**src/rtl/decode_fetch_ctrl_if.sv**
```systemverilog
// Bundle of signals between the fetch/decode-window controller, the I-cache
// and decode stage 1. The controller uses the master view; the cache and the
// decode stage (or a testbench) use the slave view.
interface decode_fetch_ctrl_if;
  logic         redirect;
  logic [31:0]  redirect_eip;
  logic         fetch_req;
  logic [31:0]  fetch_addr;
  logic         fetch_ack;
  logic [127:0] fetch_data;
  logic [127:0] ir_out;
  logic         ir_valid;
  logic         de_stall;
  logic [3:0]   instr_length_updt;
  logic [31:0]  cur_eip;

  modport master (
    input  redirect, redirect_eip, fetch_ack, fetch_data, de_stall, instr_length_updt,
    output fetch_req, fetch_addr, ir_out, ir_valid, cur_eip
  );

  modport slave (
    output redirect, redirect_eip, fetch_ack, fetch_data, de_stall, instr_length_updt,
    input  fetch_req, fetch_addr, ir_out, ir_valid, cur_eip
  );
endinterface

```
**src/rtl/decode_fetch_ctrl.sv**
```systemverilog
// Instruction-byte queue in front of decode stage 1. Aligned 16-byte lines
// from the I-cache fill a 32-byte circular queue made of two slots; the
// decode window is a byte rotate of the queue starting at the read pointer.
// A redirect flushes the queue and restarts fetching at the new address; the
// bytes of the first line below the start address are skipped.
module decode_fetch_ctrl #(
  parameter logic [31:0] RESET_EIP = 32'h0000_0000
) (
  input logic           clk,
  input logic           reset,
  decode_fetch_ctrl_if.master bus
);

  typedef enum logic {F_IDLE, F_WAIT} fetch_state_t;

  fetch_state_t state, state_next;

  logic [7:0]  queue_mem [32];
  logic [4:0]  rd_ptr;
  logic        wr_slot;
  logic [5:0]  count;
  logic [3:0]  skip;
  logic [31:0] eip;
  logic [31:0] next_line;

  logic        window_valid;
  logic        advance;
  logic [5:0]  adv_len;
  logic [5:0]  count_after_adv;
  logic        fill;
  logic [5:0]  fill_len;
  logic [5:0]  count_next;

  // The window is usable once a full 16 bytes sit in the queue; since the
  // longest instruction is 15 bytes an advance can never underflow count.
  assign window_valid    = (count >= 6'd16);
  assign advance         = window_valid && !bus.de_stall && (bus.instr_length_updt != 4'd0);
  assign adv_len         = advance ? {2'b00, bus.instr_length_updt} : 6'd0;
  assign count_after_adv = count - adv_len;
  assign fill            = (state == F_WAIT) && bus.fetch_ack && !bus.redirect;
  assign fill_len        = fill ? (6'd16 - {2'b00, skip}) : 6'd0;
  assign count_next      = count_after_adv + fill_len;

  // Fetch state register.
  always_ff @(posedge clk or posedge reset) begin
    if (reset) state <= F_IDLE;
    else       state <= state_next;
  end

  // Request a line whenever a whole slot is free after this cycle's advance;
  // keep requesting back-to-back while space still allows after a fill.
  always_comb begin
    state_next = state;
    if (bus.redirect) begin
      state_next = F_WAIT;
    end else begin
      case (state)
        F_IDLE: if (count_after_adv <= 6'd16) state_next = F_WAIT;
        F_WAIT: if (fill) state_next = (count_next <= 6'd16) ? F_WAIT : F_IDLE;
        default: state_next = F_IDLE;
      endcase
    end
  end

  // Outputs are taken only from registers: the request from the state, the
  // window from a rotate of the queue array.
  always_comb begin
    bus.fetch_req  = (state == F_WAIT);
    bus.fetch_addr = next_line;
    bus.ir_valid   = window_valid;
    bus.cur_eip    = eip;
    bus.ir_out     = '0;
    for (int i = 0; i < 16; i++) begin
      bus.ir_out[127 - 8*i -: 8] = queue_mem[rd_ptr + 5'(i)];
    end
  end

  // Queue storage: a returned line lands in the slot selected by wr_slot,
  // lowest address first.
  always_ff @(posedge clk or posedge reset) begin
    if (reset) begin
      for (int i = 0; i < 32; i++) queue_mem[i] <= 8'h00;
    end else if (fill) begin
      for (int i = 0; i < 16; i++) begin
        queue_mem[{wr_slot, 4'(i)}] <= bus.fetch_data[127 - 8*i -: 8];
      end
    end
  end

  // Pointers, occupancy and stream addresses; a redirect restarts the stream
  // and throws away any line returned in the same cycle.
  always_ff @(posedge clk or posedge reset) begin
    if (reset) begin
      count     <= 6'd0;
      wr_slot   <= 1'b0;
      rd_ptr    <= {1'b0, RESET_EIP[3:0]};
      skip      <= RESET_EIP[3:0];
      eip       <= RESET_EIP;
      next_line <= {RESET_EIP[31:4], 4'h0};
    end else if (bus.redirect) begin
      count     <= 6'd0;
      wr_slot   <= 1'b0;
      rd_ptr    <= {1'b0, bus.redirect_eip[3:0]};
      skip      <= bus.redirect_eip[3:0];
      eip       <= bus.redirect_eip;
      next_line <= {bus.redirect_eip[31:4], 4'h0};
    end else begin
      count <= count_next;
      if (advance) begin
        rd_ptr <= rd_ptr + {1'b0, bus.instr_length_updt};
        eip    <= eip + {28'd0, bus.instr_length_updt};
      end
      if (fill) begin
        wr_slot   <= ~wr_slot;
        next_line <= next_line + 32'd16;
        skip      <= 4'h0;
      end
    end
  end

endmodule

```
**src/flat_wrapper.sv**
```systemverilog
// flat-port wrapper written by rule: the top's interface ports become plain ports
module decode_fetch_ctrl_flat 
#(
  parameter logic [31:0] RESET_EIP = 32'h0000_0000
)
  (clk, reset, bus_redirect, bus_redirect_eip, bus_fetch_ack, bus_fetch_data, bus_de_stall, bus_instr_length_updt, bus_fetch_req, bus_fetch_addr, bus_ir_out, bus_ir_valid, bus_cur_eip);
  decode_fetch_ctrl_if bus_i ();
  input logic clk;
  input logic reset;
  input wire logic [$bits(bus_i.redirect)-1:0] bus_redirect;
  input wire logic [$bits(bus_i.redirect_eip)-1:0] bus_redirect_eip;
  input wire logic [$bits(bus_i.fetch_ack)-1:0] bus_fetch_ack;
  input wire logic [$bits(bus_i.fetch_data)-1:0] bus_fetch_data;
  input wire logic [$bits(bus_i.de_stall)-1:0] bus_de_stall;
  input wire logic [$bits(bus_i.instr_length_updt)-1:0] bus_instr_length_updt;
  output wire logic [$bits(bus_i.fetch_req)-1:0] bus_fetch_req;
  output wire logic [$bits(bus_i.fetch_addr)-1:0] bus_fetch_addr;
  output wire logic [$bits(bus_i.ir_out)-1:0] bus_ir_out;
  output wire logic [$bits(bus_i.ir_valid)-1:0] bus_ir_valid;
  output wire logic [$bits(bus_i.cur_eip)-1:0] bus_cur_eip;
  assign bus_i.redirect = bus_redirect;
  assign bus_i.redirect_eip = bus_redirect_eip;
  assign bus_i.fetch_ack = bus_fetch_ack;
  assign bus_i.fetch_data = bus_fetch_data;
  assign bus_i.de_stall = bus_de_stall;
  assign bus_i.instr_length_updt = bus_instr_length_updt;
  assign bus_fetch_req = bus_i.fetch_req;
  assign bus_fetch_addr = bus_i.fetch_addr;
  assign bus_ir_out = bus_i.ir_out;
  assign bus_ir_valid = bus_i.ir_valid;
  assign bus_cur_eip = bus_i.cur_eip;
  decode_fetch_ctrl #(.RESET_EIP(RESET_EIP)) u_core (.clk(clk), .reset(reset), .bus(bus_i));
endmodule
```
**config.mk**
```make
export PLATFORM = sky130hd
export DESIGN_NAME = decode_fetch_ctrl_flat
export DESIGN_NICKNAME = d
export VERILOG_FILES = /design/src/rtl/decode_fetch_ctrl_if.sv /design/src/rtl/decode_fetch_ctrl.sv /design/src/flat_wrapper.sv
export SDC_FILE = /design/constraint.sdc
export NUM_CORES = 1
export LEC_CHECK = 0
export BUFFER_PORTS_ARGS = -buffer_cell sky130_fd_sc_hd__buf_2
export CAP_MARGIN = 20
export CORE_ASPECT_RATIO = 0.8
export CORE_UTILIZATION = 60
export DETAILED_ROUTE_END_ITERATION = 6
export GPL_TIMING_DRIVEN = 1
export PLACE_DENSITY = 0.8
export SYNTH_ARGS = -nofsm -noshare
export SYNTH_HDL_FRONTEND = slang
export SYNTH_SLANG_ARGS = --single-unit
```
**constraint.sdc**
```tcl
create_clock -name clk -period 11.76 [get_ports clk]
set_input_delay 0.588 -clock clk [delete_from_list [all_inputs] [get_ports clk]]
set_output_delay 0.588 -clock clk [all_outputs]
set_load 0.005 [all_outputs]
```
Word level (Yosys, flattened, before mapping):

Cells that the tools add are included.

* $add $sub $neg: 21
* $lt $le $gt $ge: 51
* multiplexer cells: 114
* bitwise logic cells: 34
* reductions and logical operators: 25

Operator list (count)
* 256-bit bitwise mux: 16
* 8-bit binary-select mux with 5-bit select: 16
* 8-bit demux with 5-bit select: 16
* 8-bit 2-to-1 mux: 48
* 6-bit >= comparator (second input constant): 32
* 5-bit NOT with 6-bit output: 32
* 32-bit 2-to-1 mux: 4
* 6-bit by 1-bit < comparator with 1-bit output (second input constant): 16
* 5-bit by 4-bit adder with 5-bit output (second input constant): 8
* 32-bit by 4-bit adder with 32-bit output: 1
* 32-bit by 5-bit adder with 32-bit output (second input constant): 1
* 5-bit by 3-bit adder with 5-bit output (second input constant): 4
* 1-bit logical AND: 20
* 6-bit by 5-bit <= comparator with 1-bit output (second input constant): 2
* 4-bit 2-to-1 mux: 3
* 6-bit 2-to-1 mux: 2
* 5-bit by 2-bit adder with 5-bit output (second input constant): 2
* 5-bit 2-to-1 mux: 2
* 6-bit adder: 1
* 6-bit by 5-bit >= comparator with 1-bit output (second input constant): 1
* 1-bit 2-to-1 mux: 6
* 5-bit by 4-bit subtractor with 6-bit output (first input constant): 1
* 6-bit subtractor: 1
* 5-bit by 1-bit adder with 5-bit output (second input constant): 1
* other kinds (6): 9

* register bits: 337

Longest topological paths before layout:

Gate-level depths: netlist of the first run.

* depth after elaboration: 21
* gate-level depth with buffers: 15
* gate-level depth less buffers: 14

Worst setup path before layout of the first run:

OpenSTA, ideal clock, no wires.

* kind: register to output
* start point: register u_core.rd_ptr[0]
* end point: output bus_ir_out[4]
* arrival time: 3.185 ns
* data required time: 11.172 ns
* slack: 7.987 ns
* cell stages (with the launch flop): 15
* path buffers: 8
* path through: dfrtp_1 buf_6 buf_6 buf_6 buf_4 buf_4 inv_1 ha_1 buf_4 buf_2 buf_2 mux4_2 nand2_1 nand2_1 mux4_1

* cells in the longest elaborated chain, start to end: 5

RTL lines
* start: declaration: line decode_fetch_ctrl.sv:19 `logic [4:0] rd_ptr;`
* start signal: assignment: line decode_fetch_ctrl.sv:96 `rd_ptr <= {1'b0, RESET_EIP[3:0]};`
* start signal: assignment: line decode_fetch_ctrl.sv:103 `rd_ptr <= {1'b0, bus.redirect_eip[3:0]};`
* start signal: assignment: line decode_fetch_ctrl.sv:110 `rd_ptr <= rd_ptr + {1'b0, bus.instr_length_updt};`
* 5-bit by 4-bit adder with 5-bit output: line decode_fetch_ctrl.sv:74 `bus.ir_out[127 - 8*i -: 8] = queue_mem[rd_ptr + 5'(i)];`
* 5-bit NOT with 6-bit output (implied by the code): line decode_fetch_ctrl.sv:74
* 8-bit binary-select mux with 5-bit select: line decode_fetch_ctrl.sv:74
* 8-bit 2-to-1 mux (implied by the code) (2 in series): line decode_fetch_ctrl.sv:74
* end: declaration: line flat_wrapper.sv:18 `output wire logic [$bits(bus_i.ir_out)-1:0] bus_ir_out;`

Every way passes these cells. The select of a mux whose other input is x is not followed.

Worst setup path after layout of the first run:

* start point: register u_core.rd_ptr[1]
* end point: output bus_ir_out[119]

* cells in the longest elaborated chain, start to end: 5

RTL lines (line)
* 5-bit by 1-bit adder with 5-bit output: decode_fetch_ctrl.sv:74
* 5-bit NOT with 6-bit output (implied by the code): decode_fetch_ctrl.sv:74
* 8-bit binary-select mux with 5-bit select: decode_fetch_ctrl.sv:74
* 8-bit 2-to-1 mux (implied by the code) (2 in series): decode_fetch_ctrl.sv:74

Every way passes these cells. The select of a mux whose other input is x is not followed.

==> metrics.txt, run 1 <==
status=finished clean; vias in the first global route=22160; Worst-path clk slew=0.06 ns; area growth from synthesis to layout=11.86%; number of CTS-inserted buffers=38; area leader, netlist=dfrtp_1; Die ar.=0.04628 sq mm; Synth top area share=0.3058; Max Freq=173.0 MHz; CTS sink cnt=333; post-synthesis cell area=0.02725 sq mm; final setup margin=5.978 ns; peak supply drop=0.1996 mV; Critical Path RT=11.17 ns; multi-input logic area=0.01785 sq mm; CTS tree=yes; IO buf count=358; static leakage=0.01307 uW; Clock Skew=0.02626 ns; RSZ-0062 raised after global routing=no; crit end category=output port; worst path arrival time=5.19 ns; sequential cell area=0.008342 sq mm; Post CTS Setup Buffer Count=0; FP Rows=69; htree depth=2; Max FO, Critical Path=69; final worst path period need=5.782 ns; Final setup violation count=0; Netlist cell types=71; pre-CTS WS=6.621 ns; # resized after CTS=0; Initial Util=0.6105; cell count after synthesis=2450; largest net degree at the start of global routing=142; overflow left after global routing=0; CTS root buf=clkbuf_16; Hold Fails Final Rpt=0; FF-to-FF setup slack=8.38 ns; Max-Cap Viols=0; Post-synth top flop=dfrtp_1; Startpoint Class=flip-flop; syn_area_per_cell=11.12 sq um; nets=2901; post-route ant nets=0; WS Path Type=flip-flop to output port; DR vias/cell=7.178; top-level I/O count=363; initial antenna violation count=8; Post-synth EDFFs=0; fin crit share=0.4916; die height=192.6 um; sequential share of the synthesized area=0.3058; share of layout cells above drive strength 1=0.4204; worst hold slack=0.2006 ns; hpwl dp=77.01 mm; setup tns final=0 ns; gpl congestion=1.042; ys async rst share=1.000; main area contributors after synthesis=dfrtp_1, mux4_2, mux2_2; Slew headroom=0.2339; Die X=240.3 um; 1st-iter DRT viols=3294; Total GRT Usage=0.4426; Core ar.=0.04463 sq mm; # DRC=0; first-pass GRT wire length=146.8 mm; Worst-Margin Slew=1.149 ns; Syn. warnings=0; Final Max Slew Viols=0; drt pass-1 iters=7; pwr dens=340.8 mW/mm^2; clk_lat worst skew=0.58 ns; DR vias=23920; final core occ=0.6830; filler instances=3347; Hold Buf Count CTS=0; Hold Crit Class=input port to async pin; WL/cell=30.70 um; total routed wirelength=102.3 mm; clock buffer depth=3; #FFs+latches synth=333
-- per-stage QoR --
stage          std cells  area [sq um]  power [uW]
3_5_place_dp        3258         29190        8777
5_1_grt             3330         30480       10730
2_1_floorplan       2453         27260        6258
4_1_cts             3327         30460       10060
6_report            3333         30480       10390
3_3_place_gp        3258         29190        8658
-- power by group --
group / switching [uW] / total, uW / leakage (uW) / internal [uW]
sequential: 872 / 2500 / 0.00395 / 1630
combinational: 3680 / 6660 / 0.00851 / 2980
clock: 537 / 1230 / 0.000606 / 695
-- worst paths after layout --
check | from | to | cells after the start
setup / recovery | u_core.rd_ptr[1] | bus_ir_out[119] | 9
hold / removal | reset | u_core.count[3] | 2
setup reg to reg | u_core.count[4] | u_core.bus.fetch_req | 12
hold reg to reg | u_core.skip[1] | u_core.skip[1] | 2
max in group asynchronous | reset | u_core.queue_mem[154] | 4
min in group clk | bus_redirect_eip[0] | u_core.skip[0] | 3
-- flip-flops by register name (all words and copies together), names as in the netlist --
name	flops
u_core.count	6
u_core.wr_slot	1
u_core.bus.fetch_req	1
u_core.skip	4
u_core.queue_mem	256
u_core.rd_ptr	5
u_core.bus.fetch_addr	28
u_core.bus.cur_eip	32
-- synth_stat cells (all sizes together) (4+ instances only) --
master,n
nor3b,5
a31oi,8
mux2i,73
a21oi,40
mux4,289
inv,41
xnor2,44
a31o,10
nor2b,10
dfrtp,333
a211oi,14
nor3,32
nand2b,10
nand2,463
or2,6
nand4,13
o21ai,51
nor4,12
and4,9
clkbuf,72
buf,121
a2111oi,4
a221oi,25
o211ai,7
nand3b,12
o31a,5
xor2,40
and3,8
o22ai,94
and2,8
nor2,100
a21o,4
mux2,366
ha,31
nand3,56
fa,4
-- critical path, cell delays in order, from the launching register on --
cell      delay, ns
dfrtp_4        1.05
inv_1          0.39
ha_4           0.82
buf_4          0.67
mux4_2         0.40
nand2_1        0.07
nand2_1        0.13
a2bb2o_1       0.29
a221oi_1       0.53
buf_2          0.23
-- layout by cell type (no fill, tap or decap), drive strengths merged, types with 5 or more instances in the layout --
cell type and count:
mux4 289, xor2 40, o21ai 51, clkinvlp 5
nor3b 5, a31oi 8, mux2i 73, and3 8
clkinv 6, and2 8, nand4 13, nand2 463
nor4 12, nand3 56, ha 31, a221oi 25
a21oi 40, buf 397, nor3 32, nor2b 10
dfrtp 333, xnor2 44, inv 47, a31o 10
or2 6, o211ai 7, and4 9, a211oi 14
o22ai 94, o31a 5, nor2 100, clkbuf 52
nand2b 10, nand3b 12, mux2 366
-- final cells by class --
class | count | area share
Antenna cell | 4 | 0.0003284
Timing Repair Buffer | 397 | 0.06838
Sequential cell | 333 | 0.2737
Inverter | 43 | 0.005541
Clock inverter | 17 | 0.006403
Multi-Input combinational cell | 1884 | 0.5857
Clock buffer | 52 | 0.03522
Tap cell | 603 | 0.02475
-- kinds of logic (layout without fill, tap and decap cells) --
group / Yosys count / count (layout) / synth area share
AND/OR/NAND/NOR: 750 / 750 / 0.1191
XOR/XNOR: 84 / 84 / 0.02782
multiplexers: 728 / 728 / 0.4173
adder cells (fa/ha/maj): 35 / 35 / 0.01717
other: 1 / 8 / 0.0001376
flip-flops: 333 / 333 / 0.3058
AO/OA/AOI/OAI: 283 / 283 / 0.06896
buffers and inverters: 236 / 509 / 0.04371
-- routing by layer --
| metal | track usage | wire length (um) | vias up |
|---|---|---|---|
| li1 | - | - | 9757 |
| met1 | 0.5918 | 37290 | 11990 |
| met2 | 0.6313 | 43670 | 1865 |
| met3 | 0.1998 | 16780 | 302 |
| met4 | 0.1627 | 4403 | 14 |
| met5 | 0.01407 | 172 | - |
(Power assumes the default switching activity.)
==> inputs of run 2 (changes only) <==
- CORE_UTILIZATION: 60 -> 54
- PLACE_DENSITY: 0.8 -> 0.75
- clock period: 11.76 -> 5.3 ns (I/O delays scaled with it)
==> metrics.txt, run 2 (synthesis results as in run 1) <==
final setup margin=0.8337 ns (-5.145 ns); drt pass-1 iters=7 (unchanged); Core ar.=0.04978 sq mm (+12%); max FFs per register=256 (unchanged); top-level I/O count=363 (unchanged); CP peak stage delay=0.78 ns (-0.27 ns); filler instances=3790 (+13%); pre-CTS WS=1.451 ns (-5.170 ns); FP Rows=73 (+5.8%); die height=202.9 um (+5.4%); Hold Path Depth=3; # resized after CTS=0 (unchanged); Cell Chain, Critical Path=inv_1 -> ha_4 -> buf_4 -> mux4_2 -> nand2_1 -> nand2_1 -> mux4_1 -> buf_2; # DRC=0 (unchanged); nets=3066 (+5.7%); hold path startpoint=bus_redirect_eip[1]; vias in the first global route=23200 (+4.7%); total routed wirelength=107.0 mm (+4.5%); WS Path Type=flip-flop to output port; total power=23570 uW (+130%); diode count=0 (-4); Die X=253.2 um (+5.4%); Max-Cap Viols=0 (unchanged); WL/cell=29.99 um (-2.3%); Clock Skew=0.02781 ns (+0.001553 ns); Max Freq=223.9 MHz; Worst-path clk slew=0.06 ns (about the same); reg2reg path depth=12 (unchanged); final worst path period need=4.466 ns; Pint=12050 uW (+130%); 1st-iter DRT viols=3150 (-4.4%); clk_lat worst skew=0.60 ns (+0.02 ns); switching share of power=0.4889 (-0.0006730); pwr dens=727.6 mW/mm^2 (+110%); Slew headroom=0.2822 (+0.04829); RSZ-0062 raised after global routing=no; Post CTS Setup Buffer Count=0 (unchanged); R2R Path End=u_core.bus.fetch_req; delay-heaviest family, CP=multiplexers; Sequential Power Share=0.226 (-0.015); Top reg by flops=u_core.queue_mem; clock buffer depth=3 (unchanged); most frequent cells in the layout=nand2_1, mux2_2, buf_2; setup tns final=0 ns (unchanged); clock power share=0.123 (+0.004); Die ar.=0.05137 sq mm (+11%); CTS sink cnt=333 (unchanged); number of CTS-inserted buffers=38 (unchanged); Worst R2R Start=u_core.count[4]; sw power=11520 uW (+130%); Most Frequent Cell on Critical Path=nand2_1; CTS tree=yes; DR vias=24510 (+2.4%); commonest non-fill, non-tap cell in the layout=nand2_1; Critical Path RT=5.04 ns (-6.13 ns); WHS Endpoint=u_core.bus.cur_eip[1]; Total GRT Usage=0.4176 (-0.02499); htree depth=2 (unchanged); Worst-Margin Slew=1.075 ns (-0.07415 ns); Hold Crit Class=input port to flip-flop; Startpoint Class=flip-flop; initial antenna violation count=5 (-3); worst path arrival time=4.20 ns (-0.99 ns); hpwl dp=80.35 mm (+4.3%); fin crit share=0.8427; FF-to-FF setup slack=1.74 ns (-6.64 ns); Final Max Slew Viols=0 (unchanged); Hold Fails Final Rpt=0 (unchanged); final core occ=0.6508 (-0.03218); static leakage=0.01383 uW (+5.9%); status=finished clean; peak supply drop=0.4536 mV (+130%); worst path bufs/invs=3 (unchanged); Final setup violation count=0 (unchanged); CP Launch Point=u_core.rd_ptr[0]; share of layout cells above drive strength 1=0.4006 (-0.01984); gpl congestion=1.030 (-1.2%); first-pass GRT wire length=154.8 mm (+5.4%); overflow left after global routing=0 (unchanged); Max FO, Critical Path=34 (-51%); critical path's slowest cell=dfrtp_4; Hold Buf Count CTS=157 (+157); Comb power frac=0.651 (+0.010); IO buf count=358 (unchanged); largest net degree at the start of global routing=154 (+8.5%); crit end category=output port; DR vias/cell=6.872 (-4.3%); post-route ant nets=0 (unchanged); Initial Util=0.5474 (-0.06310); CTS root buf=clkbuf_16; area growth from synthesis to layout=18.88%
[run 2: cell count changes in the layout (fill, tap and decap cells not counted), sizes merged]
cell	delta
buf	+8
clkinv	+2
clkbuf	-3
dlygate4sd3	+157
clkinvlp	+2
diode	-4
bufinv	+2
inv	-3
[run 2: tightest hold or removal path, cell delays in order]
cell and delay [ns]:
buf_2 0.09, nand2_1 0.14, o21ai_0 0.11
[run 2: final cells by class]
class | count | area [sq um] | area share
well taps | 675 | 844.6 | 0.02607
repair buffers | 562 | 3811 | 0.1176
flip-flops and latches | 333 | 8342 | 0.2575
clock inverters | 20 | 305.3 | 0.009424
multi-input cells | 1884 | 17850 | 0.5512
inverters | 43 | 165.2 | 0.005098
clock buffers | 49 | 1072 | 0.03310
[run 2: worst max-delay path by stage]
stage	endpoint	slack [ns]	cells after the start
CTS	bus_ir_out[5]	0.80	8
floorplan	u_core.bus.cur_eip[0]	0.59	1
global route	bus_ir_out[86]	0.63	8
finish	bus_ir_out[5]	0.83	8
global placement	bus_ir_out[21]	1.39	7
detailed placement	bus_ir_out[5]	1.45	8
[run 2: through the flow]
stage               hold slack [ns]  std cells  instance area [sq um]
detailed placement           0.2244       3340                  29450
global route                0.06585       3566                  32390
global placement             0.2237       3338                  29420
finish                      0.05443       3566                  32390
floorplan                    0.3860       2453                  27270
CTS                        0.006236       3566                  32390
[run 2: power by group through the flow]
stage | logic (uW) | registers, uW | clock network, uW
after floorplan | 9410 | 4480 | 0
after global placement | 14400 | 5060 | 0
after detailed placement | 14600 | 5210 | 0
after CTS | 14800 | 5180 | 2910
after global routing | 15900 | 5420 | 3020
final | 15300 | 5330 | 2900
[run 2: per-layer routing]
| metal | track usage | vias to the layer above | wire, um |
|---|---|---|---|
| met5 | 0 | - | 34 |
| met1 | 0.5846 | 12390 | 41250 |
| met3 | 0.1409 | 235 | 15030 |
| met2 | 0.6017 | 1769 | 46340 |
| li1 | - | 10110 | - |
| met4 | 0.1556 | 4 | 4298 |
==> inputs of run 3 (changes only) <==
- CORE_UTILIZATION: 54 -> 60
- PLACE_DENSITY: 0.75 -> 0.8
- clock period: 5.3 -> 4.57 ns (I/O delays scaled with it)
==> metrics.txt, run 3 (synthesis results as in run 1) <==
gpl congestion=1.064 (+3.3%); Hold Crit Class=input port to flip-flop; static leakage=0.01383 uW (about the same); die height=192.6 um (-5.1%); setup tns final=0 ns (unchanged); largest net degree at the start of global routing=125 (-19%); dpl cells=3268 (-2.2%); CTS tree=yes; hpwl dp=78.08 mm (-2.8%); worst path arrival time=4.13 ns (-0.07 ns); fin crit share=0.9527; first-pass GRT wire length=154.6 mm (-0.13%); Post CTS Setup Buffer Count=0 (unchanged); Max-Cap Viols=0 (unchanged); # resized after CTS=0 (unchanged); Detail Route met3 WL=16.77 mm (+12%); Worst-Margin Slew=1.136 ns (+0.06077 ns); Final Max Slew Viols=0 (unchanged); failing checks=DRC; overflow left after global routing=0 (unchanged); total routed wirelength=106.5 mm (-0.42%); Worst-path clk slew=0.06 ns (about the same); uppermost layer routed=met5; worst hold slack=0.03868 ns (-0.01575 ns); pwr dens=849.1 mW/mm^2 (+17%); crit end category=output port; max FFs per register=256 (unchanged); WS Path Type=flip-flop to output port; IO buf count=358 (unchanged); clock buffer depth=3 (unchanged); pre-CTS WS=1.056 ns (-0.3942 ns); DR vias=25110 (+2.5%); share of layout cells above drive strength 1=0.3984 (-0.002146); Max FO, Critical Path=17 (-50%); # DRC=4 (+4); peak supply drop=0.4821 mV (+6.3%); final worst path period need=4.354 ns; Initial Util=0.6105 (+0.06310); reg2reg path depth=11 (-1); Hold Fails Final Rpt=0 (unchanged); number of CTS-inserted buffers=37 (-2.6%); status=finished, violations left; Hold Buf Count CTS=157 (unchanged); initial antenna violation count=8 (+3); WL/cell=30.47 um (+1.6%); filler instances=3023 (-20%); commonest non-fill, non-tap cell in the layout=nand2_1; htree depth=2 (unchanged); post-route ant nets=0 (unchanged); final std cells w/o fill=3495 (-2.0%); RSZ-0062 raised after global routing=no; Final setup violation count=0 (unchanged); final setup margin=0.2161 ns (-0.6175 ns); Die ar.=0.04628 sq mm (-9.9%); drt pass-1 iters=7 (unchanged); CTS sink cnt=333 (unchanged); most frequent cells in the layout=nand2_1, mux2_2, buf_2; met1 WL=37.67 mm (-8.7%); area growth from synthesis to layout=18.46%; Top reg by flops=u_core.queue_mem; Die X=240.3 um (-5.1%); placed cell area=0.02941 sq mm (-0.14%); Total GRT Usage=0.4628 (+0.04522); Hold Path Depth=3 (unchanged); vias in the first global route=23610 (+1.7%); DR vias/cell=7.184 (+4.5%); nets=3065 (-0.033%); Max Freq=229.7 MHz; Design Area, Final=0.03228 sq mm (-0.35%); 1st-iter DRT viols=4235 (+34%); Clock Skew=0.01304 ns (-0.01478 ns); Critical Path RT=4.34 ns (-0.70 ns); metal2 WL=45.88 mm (-0.99%); Slew headroom=0.2428 (-0.03937); top-level I/O count=363 (unchanged); Startpoint Class=flip-flop; Core ar.=0.04463 sq mm (-10%); CTS root buf=clkbuf_16; clk_lat worst skew=0.58 ns (-0.02 ns); FP Rows=69 (-5.5%)
-- run 3: cell types whose count changed in the layout (fill, tap and decap cells not counted), moves of 2 or more --
cell / change
clkbuf_1: +5
buf_12: +4
buf_4: -4
clkinvlp_4: -4
clkbuf_8: -3
diode_2: +3
clkinv_16: -2
clkinv_2: +2
-- run 3: path summary, 6_finish.rpt --
| path | slack [ns] | end | startpoint |
|---|---|---|---|
| max | 0.22 | bus_ir_out[83] | u_core.rd_ptr[3] |
| min | 0.04 | u_core.bus.cur_eip[31] | bus_redirect_eip[31] |
| max reg2reg | 0.90 | u_core.bus.fetch_req | u_core.count[4] |
| min reg2reg | 0.57 | u_core.skip[1] | u_core.skip[1] |
| max in group asynchronous | 2.89 | u_core.queue_mem[28] | reset |
| min in group asynchronous | 0.30 | u_core.queue_mem[246] | reset |
-- run 3: final cells by class --
class	instances	area, sq um	area share
multi-input combinational	1884	17850	0.5531
sequential	333	8342	0.2584
tap	603	754.5	0.02337
clock inverter	16	246.5	0.007636
inverter	43	165.2	0.005116
timing repair buffer	562	3861	0.1196
clock buffer	51	1050	0.03252
antenna	3	7.507	0.0002326
-- run 3: where the power goes --
group          total [uW]  internal [uW]  switching [uW]
Combinational       17900           7860           10000
Clock                3280           1910            1370
Sequential           6260           4190            2070
Total               27400          14000           13400
-- run 3: per-layer routing --
metal,vias up,GRT usage
met5,-,0
met4,12,0.2239
met3,410,0.1779
met2,2205,0.6626
met1,12400,0.6179
li1,10080,-
-- run 3: metrics by stage --
stage	total power (uW)	util
6_report	27410	0.7232
2_1_floorplan	16110	-
3_5_place_dp	22820	0.6588
4_1_cts	26300	0.7231
5_1_grt	28120	0.7231
3_3_place_gp	22400	0.6579
-- run 3: critical path, stage by stage (launching register included) --
cell     delay [ns]
dfrtp_1        0.64
buf_4          0.30
ha_1           0.49
a21oi_1        0.15
xnor2_2        0.87
mux4_2         0.41
nor2_1         0.34
a21oi_1        0.15
buf_2          0.18
